### config.mk
export PLATFORM = sky130hd
export DESIGN_NAME = vga_timing_gen_flat
export DESIGN_NICKNAME = d
export VERILOG_FILES = /design/src/rtl/vga_timing_gen_if.sv /design/src/rtl/vga_timing_gen.sv /design/src/flat_wrapper.sv
export SDC_FILE = /design/constraint.sdc
export NUM_CORES = 1
export LEC_CHECK = 0
export ABC_AREA = 1
export ABC_CLOCK_PERIOD_IN_PS = 4010
export CAP_MARGIN = 0
export CORE_MARGIN = 5
export CORE_UTILIZATION = 60
export CTS_CLUSTER_DIAMETER = 40
export DETAILED_ROUTE_END_ITERATION = 12
export DONT_BUFFER_PORTS = 1
export GPL_TIMING_DRIVEN = 0
export PLACE_DENSITY = 0.87
export RECOVER_POWER = 25
export SLEW_MARGIN = 20
export SYNTH_ARGS = -nofsm -noshare
export SYNTH_HDL_FRONTEND = slang
export SYNTH_SLANG_ARGS = --single-unit
### constraint.sdc
create_clock -name clk -period 4.01 [get_ports clk]
set_clock_uncertainty 0.05 [all_clocks]
set_input_delay 0.2005 -clock clk [delete_from_list [all_inputs] [get_ports clk]]
set_output_delay 0.2005 -clock clk [all_outputs]
set_load 0.05 [all_outputs]
### src/rtl/vga_timing_gen_if.sv
// rtl/vga_timing_gen_if.sv - pixel request and VGA pin bundle for vga_timing_gen
interface vga_timing_gen_if #(
  parameter int XW  = 10,
  parameter int YW  = 10,
  parameter int CDW = 4
);
  logic [XW-1:0]  pix_x;
  logic [YW-1:0]  pix_y;
  logic           pix_req;
  logic           pix_ce;
  logic [CDW-1:0] pix_r;
  logic [CDW-1:0] pix_g;
  logic [CDW-1:0] pix_b;
  logic [CDW-1:0] out_R;
  logic [CDW-1:0] out_G;
  logic [CDW-1:0] out_B;
  logic           hsync;
  logic           vsync;
  logic           line_start;
  logic           frame_start;

  modport master (
    input  pix_r, pix_g, pix_b,
    output pix_x, pix_y, pix_req, pix_ce,
    output out_R, out_G, out_B, hsync, vsync, line_start, frame_start
  );

  modport slave (
    output pix_r, pix_g, pix_b,
    input  pix_x, pix_y, pix_req, pix_ce,
    input  out_R, out_G, out_B, hsync, vsync, line_start, frame_start
  );
endinterface

### src/rtl/vga_timing_gen.sv
// rtl/vga_timing_gen.sv - parametrised VGA raster timing generator with registered pixel output stage
module vga_timing_gen #(
  parameter int H_ACTIVE = 640,
  parameter int H_FP     = 16,
  parameter int H_SYNC   = 96,
  parameter int H_BP     = 48,
  parameter int V_ACTIVE = 480,
  parameter int V_FP     = 10,
  parameter int V_SYNC   = 2,
  parameter int V_BP     = 33,
  parameter int HS_POL   = 0,
  parameter int VS_POL   = 0,
  parameter int CDW      = 4,
  parameter int CLK_DIV  = 2
) (
  input  logic             clk,
  input  logic             rst,
  input  logic             en,
  vga_timing_gen_if.master bus
);
  localparam int H_TOTAL = H_ACTIVE + H_FP + H_SYNC + H_BP;
  localparam int V_TOTAL = V_ACTIVE + V_FP + V_SYNC + V_BP;
  localparam int XW      = $clog2(H_TOTAL);
  localparam int YW      = $clog2(V_TOTAL);
  localparam int DW      = (CLK_DIV > 1) ? $clog2(CLK_DIV) : 1;
  localparam logic HS_ACT = (HS_POL != 0);
  localparam logic VS_ACT = (VS_POL != 0);

  logic [DW-1:0] div;
  logic [XW-1:0] h_cnt;
  logic [YW-1:0] v_cnt;
  logic          ce;
  logic          req;
  logic          h_last;
  logic          v_last;
  logic          hs_on;
  logic          vs_on;

  // Comparisons are done at 32 bits so a sync window ending exactly at a power of two cannot alias.
  assign ce     = en && (32'(div) == CLK_DIV - 1);
  assign h_last = (32'(h_cnt) == H_TOTAL - 1);
  assign v_last = (32'(v_cnt) == V_TOTAL - 1);
  assign req    = (32'(h_cnt) < H_ACTIVE) && (32'(v_cnt) < V_ACTIVE);
  assign hs_on  = (32'(h_cnt) >= H_ACTIVE + H_FP) && (32'(h_cnt) < H_ACTIVE + H_FP + H_SYNC);
  assign vs_on  = (32'(v_cnt) >= V_ACTIVE + V_FP) && (32'(v_cnt) < V_ACTIVE + V_FP + V_SYNC);

  assign bus.pix_x   = h_cnt;
  assign bus.pix_y   = v_cnt;
  assign bus.pix_req = req;
  assign bus.pix_ce  = ce;

  always_ff @(posedge clk or negedge rst) begin
    if (!rst) begin
      div             <= '0;
      h_cnt           <= '0;
      v_cnt           <= '0;
      bus.out_R       <= '0;
      bus.out_G       <= '0;
      bus.out_B       <= '0;
      bus.hsync       <= ~HS_ACT;
      bus.vsync       <= ~VS_ACT;
      bus.line_start  <= 1'b0;
      bus.frame_start <= 1'b0;
    end else if (!en) begin
      div             <= '0;
      h_cnt           <= '0;
      v_cnt           <= '0;
      bus.out_R       <= '0;
      bus.out_G       <= '0;
      bus.out_B       <= '0;
      bus.hsync       <= ~HS_ACT;
      bus.vsync       <= ~VS_ACT;
      bus.line_start  <= 1'b0;
      bus.frame_start <= 1'b0;
    end else begin
      div             <= ce ? '0 : div + 1'b1;
      bus.line_start  <= 1'b0;
      bus.frame_start <= 1'b0;
      if (ce) begin
        h_cnt <= h_last ? '0 : h_cnt + 1'b1;
        if (h_last) begin
          v_cnt <= v_last ? '0 : v_cnt + 1'b1;
        end
        // Blanked colour is forced to zero so undriven upstream data never reaches the pins.
        bus.out_R       <= req ? bus.pix_r : '0;
        bus.out_G       <= req ? bus.pix_g : '0;
        bus.out_B       <= req ? bus.pix_b : '0;
        bus.hsync       <= hs_on ? HS_ACT : ~HS_ACT;
        bus.vsync       <= vs_on ? VS_ACT : ~VS_ACT;
        bus.line_start  <= (h_cnt == '0) && (32'(v_cnt) < V_ACTIVE);
        bus.frame_start <= (h_cnt == '0) && (v_cnt == '0);
      end
    end
  end
endmodule

### src/flat_wrapper.sv
// flat-port wrapper written by rule: the top's interface ports become plain ports
module vga_timing_gen_flat 
#(
  parameter int H_ACTIVE = 640,
  parameter int H_FP     = 16,
  parameter int H_SYNC   = 96,
  parameter int H_BP     = 48,
  parameter int V_ACTIVE = 480,
  parameter int V_FP     = 10,
  parameter int V_SYNC   = 2,
  parameter int V_BP     = 33,
  parameter int HS_POL   = 0,
  parameter int VS_POL   = 0,
  parameter int CDW      = 4,
  parameter int CLK_DIV  = 2
)
  (clk, rst, en, bus_pix_r, bus_pix_g, bus_pix_b, bus_pix_x, bus_pix_y, bus_pix_req, bus_pix_ce, bus_out_R, bus_out_G, bus_out_B, bus_hsync, bus_vsync, bus_line_start, bus_frame_start);
  vga_timing_gen_if #(.XW(10), .YW(10), .CDW(CDW)) bus_i ();
  input  logic clk;
  input  logic rst;
  input  logic en;
  input wire logic [$bits(bus_i.pix_r)-1:0] bus_pix_r;
  input wire logic [$bits(bus_i.pix_g)-1:0] bus_pix_g;
  input wire logic [$bits(bus_i.pix_b)-1:0] bus_pix_b;
  output wire logic [$bits(bus_i.pix_x)-1:0] bus_pix_x;
  output wire logic [$bits(bus_i.pix_y)-1:0] bus_pix_y;
  output wire logic [$bits(bus_i.pix_req)-1:0] bus_pix_req;
  output wire logic [$bits(bus_i.pix_ce)-1:0] bus_pix_ce;
  output wire logic [$bits(bus_i.out_R)-1:0] bus_out_R;
  output wire logic [$bits(bus_i.out_G)-1:0] bus_out_G;
  output wire logic [$bits(bus_i.out_B)-1:0] bus_out_B;
  output wire logic [$bits(bus_i.hsync)-1:0] bus_hsync;
  output wire logic [$bits(bus_i.vsync)-1:0] bus_vsync;
  output wire logic [$bits(bus_i.line_start)-1:0] bus_line_start;
  output wire logic [$bits(bus_i.frame_start)-1:0] bus_frame_start;
  assign bus_i.pix_r = bus_pix_r;
  assign bus_i.pix_g = bus_pix_g;
  assign bus_i.pix_b = bus_pix_b;
  assign bus_pix_x = bus_i.pix_x;
  assign bus_pix_y = bus_i.pix_y;
  assign bus_pix_req = bus_i.pix_req;
  assign bus_pix_ce = bus_i.pix_ce;
  assign bus_out_R = bus_i.out_R;
  assign bus_out_G = bus_i.out_G;
  assign bus_out_B = bus_i.out_B;
  assign bus_hsync = bus_i.hsync;
  assign bus_vsync = bus_i.vsync;
  assign bus_line_start = bus_i.line_start;
  assign bus_frame_start = bus_i.frame_start;
  vga_timing_gen #(.H_ACTIVE(H_ACTIVE), .H_FP(H_FP), .H_SYNC(H_SYNC), .H_BP(H_BP), .V_ACTIVE(V_ACTIVE), .V_FP(V_FP), .V_SYNC(V_SYNC), .V_BP(V_BP), .HS_POL(HS_POL), .VS_POL(VS_POL), .CDW(CDW), .CLK_DIV(CLK_DIV)) u_core (.clk(clk), .rst(rst), .en(en), .bus(bus_i));
endmodule
# After elaboration in Yosys (flattened, before gate mapping)
# Cells that the tools add are included.
[word_totals]
register_bits = 37
in_bits = 15
out_inout_bits = 38
elab_cells = 60
[classes]
n_addsub = 3
order_cmp = 6
n_eq_ne = 4
muxes = 28
reduce_logical = 9
[op_table]
columns = ["cell", "n"]
rows = [
  ["$mux 10", 7],
  ["$mux 4", 9],
  ["$add 10x1->10 const B", 2],
  ["$eq 10x10->1 const B", 2],
  ["$logic_not 10->1", 2],
  ["$lt 10x10->1 const B", 2],
  ["$lt 10x9->1 const B", 2],
  ["$mux 1", 12],
  ["$ge 10x10->1 const B", 1],
  ["$ge 10x9->1 const B", 1],
  ["$logic_and 1x1->1", 6],
  ["$ne 2x1->1 const B", 2],
  ["$reduce_and 2->1", 1],
  ["$add 1x1->1 const B", 1],
]

# Logic depth before layout (Yosys ltp)
[logic_depth]
depth_word = 5
mapped_depth = 9
ltp_nobuf = 9

# Least setup slack after synthesis
# No wires, ideal clock.
[synth_path]
path_kind = "register to register"
start = "register u_core.h_cnt[0] (netlist: u_core.bus.pix_x[0])"
end = "register u_core.v_cnt[8] (netlist: u_core.bus.pix_y[8])"
arrival_time_ns = 1.650
slack_ns = 2.188
path_stages_with_launch = 10
path_buffers = 1
synth_period_minus_slack_ns = 1.822
path_cell_list = "dfrtp_1 > ha_1 > nand3_2 > nor2_2 > nand3_2 > nand2_4 > inv_4 > buf_6 > nand2_2 > o21ai_1"
[synth_via]
elab_chain_len = 3
[synth_lines]
columns = ["item", "line_no", "rtl"]
rows = [
  ["start, declared", "vga_timing_gen.sv:30", "logic [XW-1:0] h_cnt;"],
  ["start signal, assigned", "vga_timing_gen.sv:80", "h_cnt <= h_last ? '0 : h_cnt + 1'b1;"],
  ["$eq 10x10->1", "vga_timing_gen.sv:41", "assign h_last = (32'(h_cnt) == H_TOTAL - 1);"],
  ["$ne 2x1->1 (no source line)", "-", ""],
  ["$reduce_and 2->1 (no source line)", "-", ""],
  ["end signal, assigned", "vga_timing_gen.sv:82", "v_cnt <= v_last ? '0 : v_cnt + 1'b1;"],
  ["end, declared", "vga_timing_gen.sv:31", "logic [YW-1:0] v_cnt;"],
]
# No other way between the ends.
# A chain may end at the register's enable or synchronous reset.

# Worst setup path in the final report
[layout_path]
start = "register u_core.v_cnt[6] (netlist: u_core.bus.pix_y[6])"
end = "output bus_pix_req"
[layout_via]
elab_chain_len = 2
[layout_lines]
columns = ["item", "line_no", "rtl"]
rows = [
  ["$lt 10x9->1", "vga_timing_gen.sv:43", "assign req = (32'(h_cnt) < H_ACTIVE) && (32'(v_cnt) < V_ACTIVE);"],
  ["$logic_and 1x1->1", "vga_timing_gen.sv:43", ""],
  ["end, declared", "flat_wrapper.sv:27", "output wire logic [$bits(bus_i.pix_req)-1:0] bus_pix_req;"],
]
# No other way between the ends.

==> results.cfg <==
[pwr]
power_leakage_uw = 0.00107
power_per_cell_area_mw_per_mm2 = 345
internal_power_uw = 547
p_sw_share_pct = 30.7
switching_power_uw = 242
peakVddDrop_mv = 0.221
p_clk_share_pct = 33.3
combPwrFrac_pct = 9.4
p_seq_share_pct = 57.2

[yosys]
synth_nets = 272
syn_area_mm2 = 0.00201
synth_top_family_by_area = simple AND/OR/NAND/NOR gates
synth_edf_count = 0
yosysWarnings = 0
synthMuxAreaShare_pct = 0
synth.most_common_cell = nand2_1
syn_inst = 253
yosys.area_share.simple_pct = 32.1
synth_area_leaders = dfrtp_1, nand2_1, inv_1
ys_top_cells_by_count = nand2_1, dfrtp_1, inv_1
synth_top_cell_by_area = dfrtp_1
synthXorXnorAreaFrac_pct = 1.74
async_reset_ff_share_pct = 100
synthAdderAreaFrac_pct = 2.49
synth_area_per_cell_um2 = 7.94
synth_cell_types = 35
post-synth-top-area-fraction_pct = 43.6
synth_seq_cells = 37
synth-main-ff-cell = dfrtp_1
yosysSeqAreaShare_pct = 46.2
synth_compound_area_share_pct = 7.48

[floorplanning]
coreArea_mm2 = 0.00328
num_rows = 21
io_pins = 53
start_util_pct = 61.1
die_w_um = 67.9
die-area_mm2 = 0.00460
die_h_um = 67.9

[clock_network]
clock_latency_ns = 0.35
cts.sinks = 37
cts_resized = 0
htreeDepth = 2
clkSlewWorstSetupHoldPaths_ns = 0.12
cts_inserted_buffers = 5
cts_tree = yes
clockRootBuffer = clkbuf_4
cts_buffer_depth = 2

[run_status]
outcome = finished, violations left
violations = capacitance limit, slew limit

[global_route]
grt.busiest_layer = met2
use_met2_pct = 37.2
gr-total-overflow = 0
first_global_vias = 1725
antenna_found_initial = 0
grt_pass1_wl_um = 7930
grt_max_degree = 38
met3_usage_pct = 8.05
met1_usage_pct = 28.8
grt_usage_pct = 23.0

[worst_setup_path]
start_kind = register
critPathKind = register to output pin
path_cells = nand2_1 > nor2_2 > nor2_1 > and3_1
path_max_fanout = 5
crit_slowest_cell = dfrtp_1
critPathArrivalTime_ns = 1.98
required_ns = 3.76
end_kind = output pin
max_stage_delay_ns = 0.62

[placed_design]
hpwl_um = 3080
io_buffers = 0
routabilityCongestion = 0.895

[sta]
setup_viol = 0
period_needed_ns = 2.23
finalCritPeriodShare_pct = 55.6
drv_slew = 38
slew_headroom_pct = -24.9
tightest_slew_ns = 1.87
whs_ns = 0.0829
hold_viol = 0
grt_setup_unrepaired = no
finalSetupTns_ns = 0
clock.fmax_mhz = 448

[finish]
nFillCells = 262
area_delta_synth_final_pct = 13.7
nets = 293
diodes = 0
final_core_util_pct = 69.5
drive_gt1_share_pct = 13.1

[routing]
viasPerCell = 5.25
wl_per_cell_um = 14.2
drtAntennaViolNets = 0
post-route-drc-count = 0
via_count = 1685
totalWireLength_um = 4550
first_pass_iters = 4
first_iter_violations = 101

[min_path]
hp-class = primary input to register

[job]
drv_cap = 1
state kept, by name, summed over array words and instances (netlist names):
register                count
u_core.div                  1
u_core.bus.out_G            4
u_core.bus.pix_x           10
u_core.bus.line_start       1
u_core.bus.vsync            1
u_core.bus.frame_start      1
u_core.bus.hsync            1
u_core.bus.pix_y           10
u_core.bus.out_R            4
u_core.bus.out_B            4
through the flow:
stage          total power [uW]  instance area, um2  std cells  setup slack [ns]
3_3_place_gp                513                2070        299              2.06
4_1_cts                     797                2300        321              1.78
2_1_floorplan               500                2010        253              2.19
3_5_place_dp                515                2070        299              2.04
6_report                    788                2280        321              1.78
5_1_grt                     824                2280        321              1.43
cell families after synthesis:
kind of cell	after synthesis
AND/OR/NAND/NOR	136
buffers and inverters	44
flip-flops	37
AO/OA/AOI/OAI	28
XOR/XNOR	4
adder cells (fa/ha/maj)	4
area by class of cell:
type	count	area (um2)	share of cell area, %
tap	46	57.6	2.52
buffer	6	53.8	2.36
clock inverter	3	46.3	2.03
inverter	38	146	6.41
clock buffer	5	37.5	1.64
timing repair buffer	14	134	5.86
sequential	37	928	40.7
multi-input combinational	172	880	38.5
worst max-delay path: cells and delay by family, from the launching register on:
kind / cells / cell delay [ns]
DFF: 1 / 0.62
and+or+nand+nor: 4 / 1.00
what timing repair did:
action | 4_1_cts | 5_1_grt
setup buffers | 0 | 0
hold endpoints to repair | 49 | 0
hold buffers | 14 | 0
layout by cell type (no fill, tap or decap), types with 2 or more instances in the layout:
master	count
a21oi_1	3
buf_2	2
buf_6	2
clkbuf_4	5
dfrtp_1	35
dfstp_2	2
dlygate4sd3_1	13
ha_1	4
inv_1	34
inv_2	2
nand2_1	59
nand2_2	4
nand3_1	22
nand3_2	2
nand4_1	7
nor2_1	23
nor2_2	2
nor2_4	2
nor3_1	5
nor3_2	2
nor4_1	3
o21ai_0	17
o21ai_1	4
o21ai_2	2
xor2_1	3
per-layer routing:
| layer | part of all wire (%) | wire (um) |
|---|---|---|
| met2 | 47 | 2160 |
| met3 | 7.7 | 352 |
| met5 | 0 | 0 |
| met4 | 1.3 | 58 |
| met1 | 44 | 1980 |
final timing paths:
check                                    start                    end  slack (ns)  cells past startpoint
hold / removal                              en       u_core.bus.hsync        0.08                      3
setup / recovery           u_core.bus.pix_y[6]            bus_pix_req        1.78                      4
min in group asynchronous                  rst    u_core.bus.pix_y[0]        0.88                      2
hold reg to reg               u_core.bus.hsync       u_core.bus.hsync        0.59                      2
setup reg to reg           u_core.bus.pix_x[0]    u_core.bus.pix_y[1]        2.03                      9
max in group asynchronous                  rst  u_core.bus.line_start        1.95                      2
power by group through the flow:
stage,Sequential [uW],Combinational (uW),Clock (uW)
2_1_floorplan,454,46.6,0
3_3_place_gp,458,55.1,0
3_5_place_dp,458,56.9,0
4_1_cts,451,76.2,269
5_1_grt,454,86.2,283
6_report,451,74.5,263
No activity file was read; power rests on OpenSTA's default activity.
